`src/rtl/alu_arbiter_if.sv`:
```
// Bundles the request, shared-ALU and response signals of alu_arbiter.
// The slave modport is the arbiter's view; the master modport is its environment's view.
interface alu_arbiter_if;
    logic        req0_valid;
    logic        req0_ready;
    logic [3:0]  req0_op;
    logic [31:0] req0_a;
    logic [31:0] req0_b;

    logic        req1_valid;
    logic        req1_ready;
    logic [3:0]  req1_op;
    logic [31:0] req1_a;
    logic [31:0] req1_b;

    logic [31:0] alu_in_a;
    logic [31:0] alu_in_b;
    logic [3:0]  alu_select;
    logic [31:0] alu_result;

    logic        rsp_valid;
    logic        rsp_ready;
    logic        rsp_id;
    logic [31:0] rsp_result;
    logic        rsp_err;

    modport slave (
        input  req0_valid, req0_op, req0_a, req0_b,
        output req0_ready,
        input  req1_valid, req1_op, req1_a, req1_b,
        output req1_ready,
        output alu_in_a, alu_in_b, alu_select,
        input  alu_result,
        output rsp_valid, rsp_id, rsp_result, rsp_err,
        input  rsp_ready
    );

    modport master (
        output req0_valid, req0_op, req0_a, req0_b,
        input  req0_ready,
        output req1_valid, req1_op, req1_a, req1_b,
        input  req1_ready,
        input  alu_in_a, alu_in_b, alu_select,
        output alu_result,
        input  rsp_valid, rsp_id, rsp_result, rsp_err,
        output rsp_ready
    );
endinterface

```
`src/rtl/alu_arbiter.sv`:
```
// Round-robin arbiter sharing one combinational ALU between two requesters,
// with a single registered response slot and ready/valid backpressure.
module alu_arbiter #(
    parameter bit FIRST_PRIO = 1'b0
) (
    input logic         clk,
    input logic         rst,
    alu_arbiter_if.slave bus
);

    localparam logic [3:0] OP_ADD  = 4'b0000;
    localparam logic [3:0] OP_SLL  = 4'b0001;
    localparam logic [3:0] OP_SLT  = 4'b0010;
    localparam logic [3:0] OP_SLTU = 4'b0011;
    localparam logic [3:0] OP_XOR  = 4'b0100;
    localparam logic [3:0] OP_SRL  = 4'b0101;
    localparam logic [3:0] OP_OR   = 4'b0110;
    localparam logic [3:0] OP_AND  = 4'b0111;
    localparam logic [3:0] OP_SUB  = 4'b1000;
    localparam logic [3:0] OP_SRA  = 4'b1101;

    localparam logic [0:0] ST_EMPTY = 1'b0;
    localparam logic [0:0] ST_FULL  = 1'b1;

    function automatic logic op_legal(input logic [3:0] op);
        case (op)
            OP_ADD, OP_SUB, OP_SLL, OP_SLT, OP_SLTU,
            OP_XOR, OP_SRL, OP_SRA, OP_OR, OP_AND: op_legal = 1'b1;
            default:                               op_legal = 1'b0;
        endcase
    endfunction

    logic [0:0]  state_q, state_d;
    logic        last_grant_q, last_grant_d;
    logic        rsp_id_q, rsp_id_d;
    logic [31:0] rsp_result_q, rsp_result_d;
    logic        rsp_err_q, rsp_err_d;

    logic        slot_open;
    logic        gnt_vld;
    logic        gnt_idx;
    logic [3:0]  sel_op;
    logic [31:0] sel_a;
    logic [31:0] sel_b;
    logic        sel_legal;

    // The slot is free when empty or when the held response leaves this cycle.
    assign slot_open = !rst && ((state_q == ST_EMPTY) || bus.rsp_ready);

    always_comb begin
        gnt_vld = 1'b0;
        gnt_idx = 1'b0;
        if (slot_open) begin
            if (bus.req0_valid && bus.req1_valid) begin
                gnt_vld = 1'b1;
                gnt_idx = ~last_grant_q;
            end else if (bus.req0_valid) begin
                gnt_vld = 1'b1;
                gnt_idx = 1'b0;
            end else if (bus.req1_valid) begin
                gnt_vld = 1'b1;
                gnt_idx = 1'b1;
            end
        end
    end

    assign bus.req0_ready = gnt_vld && !gnt_idx;
    assign bus.req1_ready = gnt_vld &&  gnt_idx;

    assign sel_op    = gnt_idx ? bus.req1_op : bus.req0_op;
    assign sel_a     = gnt_idx ? bus.req1_a  : bus.req0_a;
    assign sel_b     = gnt_idx ? bus.req1_b  : bus.req0_b;
    assign sel_legal = op_legal(sel_op);

    // Idle and illegal-op cycles present a harmless ADD to the shared ALU.
    assign bus.alu_in_a   = gnt_vld ? sel_a : 32'd0;
    assign bus.alu_in_b   = gnt_vld ? sel_b : 32'd0;
    assign bus.alu_select = (gnt_vld && sel_legal) ? sel_op : OP_ADD;

    always_comb begin
        state_d      = state_q;
        last_grant_d = last_grant_q;
        rsp_id_d     = rsp_id_q;
        rsp_result_d = rsp_result_q;
        rsp_err_d    = rsp_err_q;
        if (gnt_vld) begin
            state_d      = ST_FULL;
            last_grant_d = gnt_idx;
            rsp_id_d     = gnt_idx;
            rsp_result_d = sel_legal ? bus.alu_result : 32'd0;
            rsp_err_d    = !sel_legal;
        end else if ((state_q == ST_FULL) && bus.rsp_ready) begin
            state_d = ST_EMPTY;
        end
    end

    always_ff @(posedge clk) begin
        if (rst) begin
            state_q      <= ST_EMPTY;
            last_grant_q <= ~FIRST_PRIO;
            rsp_id_q     <= 1'b0;
            rsp_result_q <= 32'd0;
            rsp_err_q    <= 1'b0;
        end else begin
            state_q      <= state_d;
            last_grant_q <= last_grant_d;
            rsp_id_q     <= rsp_id_d;
            rsp_result_q <= rsp_result_d;
            rsp_err_q    <= rsp_err_d;
        end
    end

    assign bus.rsp_valid  = (state_q == ST_FULL);
    assign bus.rsp_id     = rsp_id_q;
    assign bus.rsp_result = rsp_result_q;
    assign bus.rsp_err    = rsp_err_q;

endmodule
```
`src/flat_wrapper.sv`:
```
// flat-port wrapper written by rule: the top's interface ports become plain ports
module alu_arbiter_flat 
#(
    parameter bit FIRST_PRIO = 1'b0
)
  (clk, rst, bus_req0_valid, bus_req0_op, bus_req0_a, bus_req0_b, bus_req0_ready, bus_req1_valid, bus_req1_op, bus_req1_a, bus_req1_b, bus_req1_ready, bus_alu_in_a, bus_alu_in_b, bus_alu_select, bus_alu_result, bus_rsp_valid, bus_rsp_id, bus_rsp_result, bus_rsp_err, bus_rsp_ready);
  alu_arbiter_if bus_i ();
  input logic clk;
  input logic rst;
  input wire logic [$bits(bus_i.req0_valid)-1:0] bus_req0_valid;
  input wire logic [$bits(bus_i.req0_op)-1:0] bus_req0_op;
  input wire logic [$bits(bus_i.req0_a)-1:0] bus_req0_a;
  input wire logic [$bits(bus_i.req0_b)-1:0] bus_req0_b;
  output wire logic [$bits(bus_i.req0_ready)-1:0] bus_req0_ready;
  input wire logic [$bits(bus_i.req1_valid)-1:0] bus_req1_valid;
  input wire logic [$bits(bus_i.req1_op)-1:0] bus_req1_op;
  input wire logic [$bits(bus_i.req1_a)-1:0] bus_req1_a;
  input wire logic [$bits(bus_i.req1_b)-1:0] bus_req1_b;
  output wire logic [$bits(bus_i.req1_ready)-1:0] bus_req1_ready;
  output wire logic [$bits(bus_i.alu_in_a)-1:0] bus_alu_in_a;
  output wire logic [$bits(bus_i.alu_in_b)-1:0] bus_alu_in_b;
  output wire logic [$bits(bus_i.alu_select)-1:0] bus_alu_select;
  input wire logic [$bits(bus_i.alu_result)-1:0] bus_alu_result;
  output wire logic [$bits(bus_i.rsp_valid)-1:0] bus_rsp_valid;
  output wire logic [$bits(bus_i.rsp_id)-1:0] bus_rsp_id;
  output wire logic [$bits(bus_i.rsp_result)-1:0] bus_rsp_result;
  output wire logic [$bits(bus_i.rsp_err)-1:0] bus_rsp_err;
  input wire logic [$bits(bus_i.rsp_ready)-1:0] bus_rsp_ready;
  assign bus_i.req0_valid = bus_req0_valid;
  assign bus_i.req0_op = bus_req0_op;
  assign bus_i.req0_a = bus_req0_a;
  assign bus_i.req0_b = bus_req0_b;
  assign bus_req0_ready = bus_i.req0_ready;
  assign bus_i.req1_valid = bus_req1_valid;
  assign bus_i.req1_op = bus_req1_op;
  assign bus_i.req1_a = bus_req1_a;
  assign bus_i.req1_b = bus_req1_b;
  assign bus_req1_ready = bus_i.req1_ready;
  assign bus_alu_in_a = bus_i.alu_in_a;
  assign bus_alu_in_b = bus_i.alu_in_b;
  assign bus_alu_select = bus_i.alu_select;
  assign bus_i.alu_result = bus_alu_result;
  assign bus_rsp_valid = bus_i.rsp_valid;
  assign bus_rsp_id = bus_i.rsp_id;
  assign bus_rsp_result = bus_i.rsp_result;
  assign bus_rsp_err = bus_i.rsp_err;
  assign bus_i.rsp_ready = bus_rsp_ready;
  alu_arbiter #(.FIRST_PRIO(FIRST_PRIO)) u_core (.clk(clk), .rst(rst), .bus(bus_i));
endmodule
```
`config.mk`:
```
export PLATFORM = sky130hd
export DESIGN_NAME = alu_arbiter_flat
export DESIGN_NICKNAME = d
export VERILOG_FILES = /design/src/rtl/alu_arbiter_if.sv /design/src/rtl/alu_arbiter.sv /design/src/flat_wrapper.sv
export SDC_FILE = /design/constraint.sdc
export NUM_CORES = 1
export LEC_CHECK = 0
export CAP_MARGIN = 15
export CELL_PAD_IN_SITES_DETAIL_PLACEMENT = 0
export CELL_PAD_IN_SITES_GLOBAL_PLACEMENT = 2
export CORE_MARGIN = 5
export CORE_UTILIZATION = 12
export CTS_BUF_LIST = sky130_fd_sc_hd__clkbuf_8
export DETAILED_ROUTE_END_ITERATION = 10
export MAX_ROUTING_LAYER = met4
export PLACE_DENSITY_LB_ADDON = 0.1
export SYNTH_ARGS = -nofsm -noshare
export SYNTH_HDL_FRONTEND = slang
export SYNTH_SLANG_ARGS = --single-unit
```
`constraint.sdc`:
```
create_clock -name clk -period 3.8 [get_ports clk]
set_input_delay 0.95 -clock clk [delete_from_list [all_inputs] [get_ports clk]]
set_output_delay 0.95 -clock clk [all_outputs]
set_load 0.02 [all_outputs]
```
==> flow_metrics.env <==
export IMPL_core_um2=17200
export IMPL_hold_violations=0
export IMPL_synth_edf_count=0
export IMPL_ys_warn_count=0
export IMPL_max_freq_mhz=268
export IMPL_hold_class="flop to flop"
export IMPL_r2r_start="u_core.last_grant_q"
export IMPL_synth_ff_type="dfxtp_1"
export IMPL_cp_max_fo=28
export IMPL_setup_tns_final_ns=0
export IMPL_h_tree_depth=2
export IMPL_nNetsFinal=717
export IMPL_worstSetupEndpointType="output pin"
export IMPL_crit_path_start_kind="input port"
export IMPL_via_per_inst=4.02
export IMPL_diodes=0
export IMPL_start_util_pct=12.2
export IMPL_fp_row_count=48
export IMPL_drc=0
export IMPL_gr_usage_all_layers_pct=13.9
export IMPL_netlist_instances=256
export IMPL_antenna_left=0
export IMPL_status="finished clean"
export IMPL_synth_seq_cells=36
export IMPL_holdCritStartpoint="u_core.bus.rsp_result[30]"
export IMPL_path_cells="clkdlybuf4s50_1 -> nor2b_1 -> or3_1 -> nor2_8 -> buf_12 -> a22o_1 -> dlygate4sd2_1"
export IMPL_overflow=0
export IMPL_grt_pass1_wl_um=20800
export IMPL_first_global_vias=3144
export IMPL_drive_gt1_share_pct=9.36
export IMPL_rsz0062_at_grt="no"
export IMPL_crit_required_ns=2.85
export IMPL_dieArea_um2=20200
export IMPL_clock_sinks=36
export IMPL_grt_max_degree=33
export IMPL_setup_violations=0
export IMPL_clock_skew_ns=0.0133
export IMPL_power_density_nw_per_um2=249
export IMPL_synth_top_area_share_pct=34.4
export IMPL_cap_violations=0
export IMPL_gp_congestion=0.801
export IMPL_antenna_found_initial=0
export IMPL_hold_path_cell_count=2
export IMPL_yosysMostFrequentCell="nand2_1"
export IMPL_critPathKind="input port to output pin"
export IMPL_place_inst=762
export IMPL_netlist_top_cells_area="dfxtp_1, a22o_1, nand2_1, o21ai_0, buf_6"
export IMPL_clk_path_buf_depth=2
export IMPL_io_pin_count=278
export IMPL_maxSlewHeadroom_pct=74.2
export IMPL_fin_crit_sh_pct=98.2
export IMPL_worstPathArrival_ns=2.78
export IMPL_synth_fp_nets=429
export IMPL_clk_pin_slew_worst_paths_ns=0.08
export IMPL_rrSetupSlack_ns=2.14
export IMPL_wl_per_cell_um=19.1
export IMPL_finalNonFillerCells=770
export IMPL_leakage_nw=2.19
export IMPL_yosysUniqueCellTypes=33
export IMPL_wl_um=14700
export IMPL_first_pass_iters=4
export IMPL_cts_root_buf="clkbuf_8"
export IMPL_worstHoldEndpoint="u_core.bus.rsp_result[30]"
export IMPL_utilization_pct=30.6
export IMPL_avgSynthCellArea_um2=8.18
export IMPL_hpwl_um=12200
export IMPL_timing_final_crit_period_ns=3.73
export IMPL_reg2reg_depth=7
export IMPL_crit_buf_inv=3
export IMPL_synthesis_area_um2=2090
export IMPL_cts_tree="yes"
export IMPL_cts_made_buffers=5
export IMPL_critical_path_top_delay_family="buffers and inverters"
export IMPL_fill_cells=1827
export IMPL_timing_hold_ws_ns=0.454
export IMPL_die_w_um=142
export IMPL_worstSkewPairLatency_ns=0.29
export IMPL_netlist_top_cells_count="nand2_1, a22o_1, dfxtp_1"
export IMPL_port_buffers=277
export IMPL_area_delta_synth_final_pct=152
export IMPL_synth_largest_area_cell="dfxtp_1"
export IMPL_worstMarginPinSlew_ns=0.383
export IMPL_ir_worst_vdd_v=0.000135
export IMPL_timing_rr_end="u_core.bus.rsp_result[22]"
export IMPL_worst_path_max_delay_cell="clkdlybuf4s50_1"
export IMPL_fp_dieH_um=142
export IMPL_drt_iter0_drc=116
export IMPL_ys_seq_area_share_pct=34.4
export IMPL_async_flop_share_pct=0
export IMPL_vias=3093
export IMPL_cp_slowest_stage_delay_ns=0.48
export IMPL_total_power_mw=1.31
export IMPL_finalMaxSlewViolations=0
[registers in the layout (all words and copies together), names as in the netlist]
| signal | count |
|---|---|
| u_core.last_grant_q | 1 |
| u_core.bus.rsp_result | 32 |
| u_core.bus.rsp_err | 1 |
| u_core.bus.rsp_id | 1 |
| u_core.bus.rsp_valid | 1 |
[metal layers]
layer	GRT usage [%]	part of all wire (%)	vias up
met5	-	0	-
met4	3.33	1.8	0
met3	3.53	7.8	16
met2	24.4	53	143
met1	15.8	38	1414
li1	-	-	1520
[how the worst max path moves through the flow]
stage / start / endpoint / slack [ns] / depth (start not counted)
after floorplan: bus_req1_valid / bus_alu_select[0] / 0.65 / 6
after global placement: bus_rsp_ready / bus_alu_in_a[0] / -0.29 / 7
after detailed placement: bus_rsp_ready / bus_alu_in_a[0] / -0.24 / 7
after CTS: bus_req0_valid / bus_req1_ready / 0.005 / 7
after global routing: bus_req0_valid / bus_alu_in_a[31] / 0.0006 / 7
final: bus_rsp_ready / bus_alu_in_b[8] / 0.07 / 7
[worst min-delay path, cell delays in order, from the launching register on]
cell	delay, ns
dfxtp_1	0.32
nand2_1	0.05
o21ai_1	0.05
[layout make-up]
cell class                      instances  area [µm²]  area share, %
Timing Repair Buffer                  304        2950           55.8
Multi-Input combinational cell        195        1230           23.4
Sequential cell                        36         721           13.6
Tap cell                              225         282           5.33
Clock buffer                            5        68.8           1.30
Clock inverter                          3        16.3          0.308
Inverter                                2        10.0          0.190
[logic make-up after synthesis]
group / after synthesis / synth area share (%)
AOI/OAI and AO/OA: 109 / 39.7
xor gates and xnor gates: 2 / 0.836
buffers and inverters: 25 / 7.29
DFF: 36 / 34.4
muxes: 1 / 0.478
and+or+nand+nor: 83 / 17.3
[cells in the final DEF (no fill, tap or decap), types with 2 or more instances in the layout]
cell type and count:
clkdlybuf4s50_1 209, clkbuf_8 5, dfxtp_1 36, clkdlybuf4s15_1 18, a22o_1 62, a21oi_1 4, xor2_1 2, nand2_1 65
o221a_2 2, dlygate4sd2_1 40, clkbuf_2 3, nand3_1 5, nor2_1 4, o21ai_0 33, buf_12 4, nand3b_1 2
inv_1 3, buf_4 29
[per-stage QoR]
step                instance area (µm²)  setup slack (ns)
finish                             5280            0.0698
global route                       5280          0.000645
CTS                                5270           0.00537
detailed placement                 5260            -0.240
global placement                   5260            -0.292
floorplan                          2090             0.654
[power breakdown]
| part | switching, mW | internal [mW] |
|---|---|---|
| combinational | 0.280 | 0.341 |
| clock | 0.149 | 0.126 |
| sequential | 0.0137 | 0.404 |
| total | 0.443 | 0.871 |
[timing repair]
| action | CTS | global route |
|---|---|---|
| hold buffers | 0 | 0 |
| setup buffers | 0 | 0 |
| resized for setup | 61 | 25 |
| setup endpoints to repair | 61 | 22 |
(Power assumes the default switching activity.)
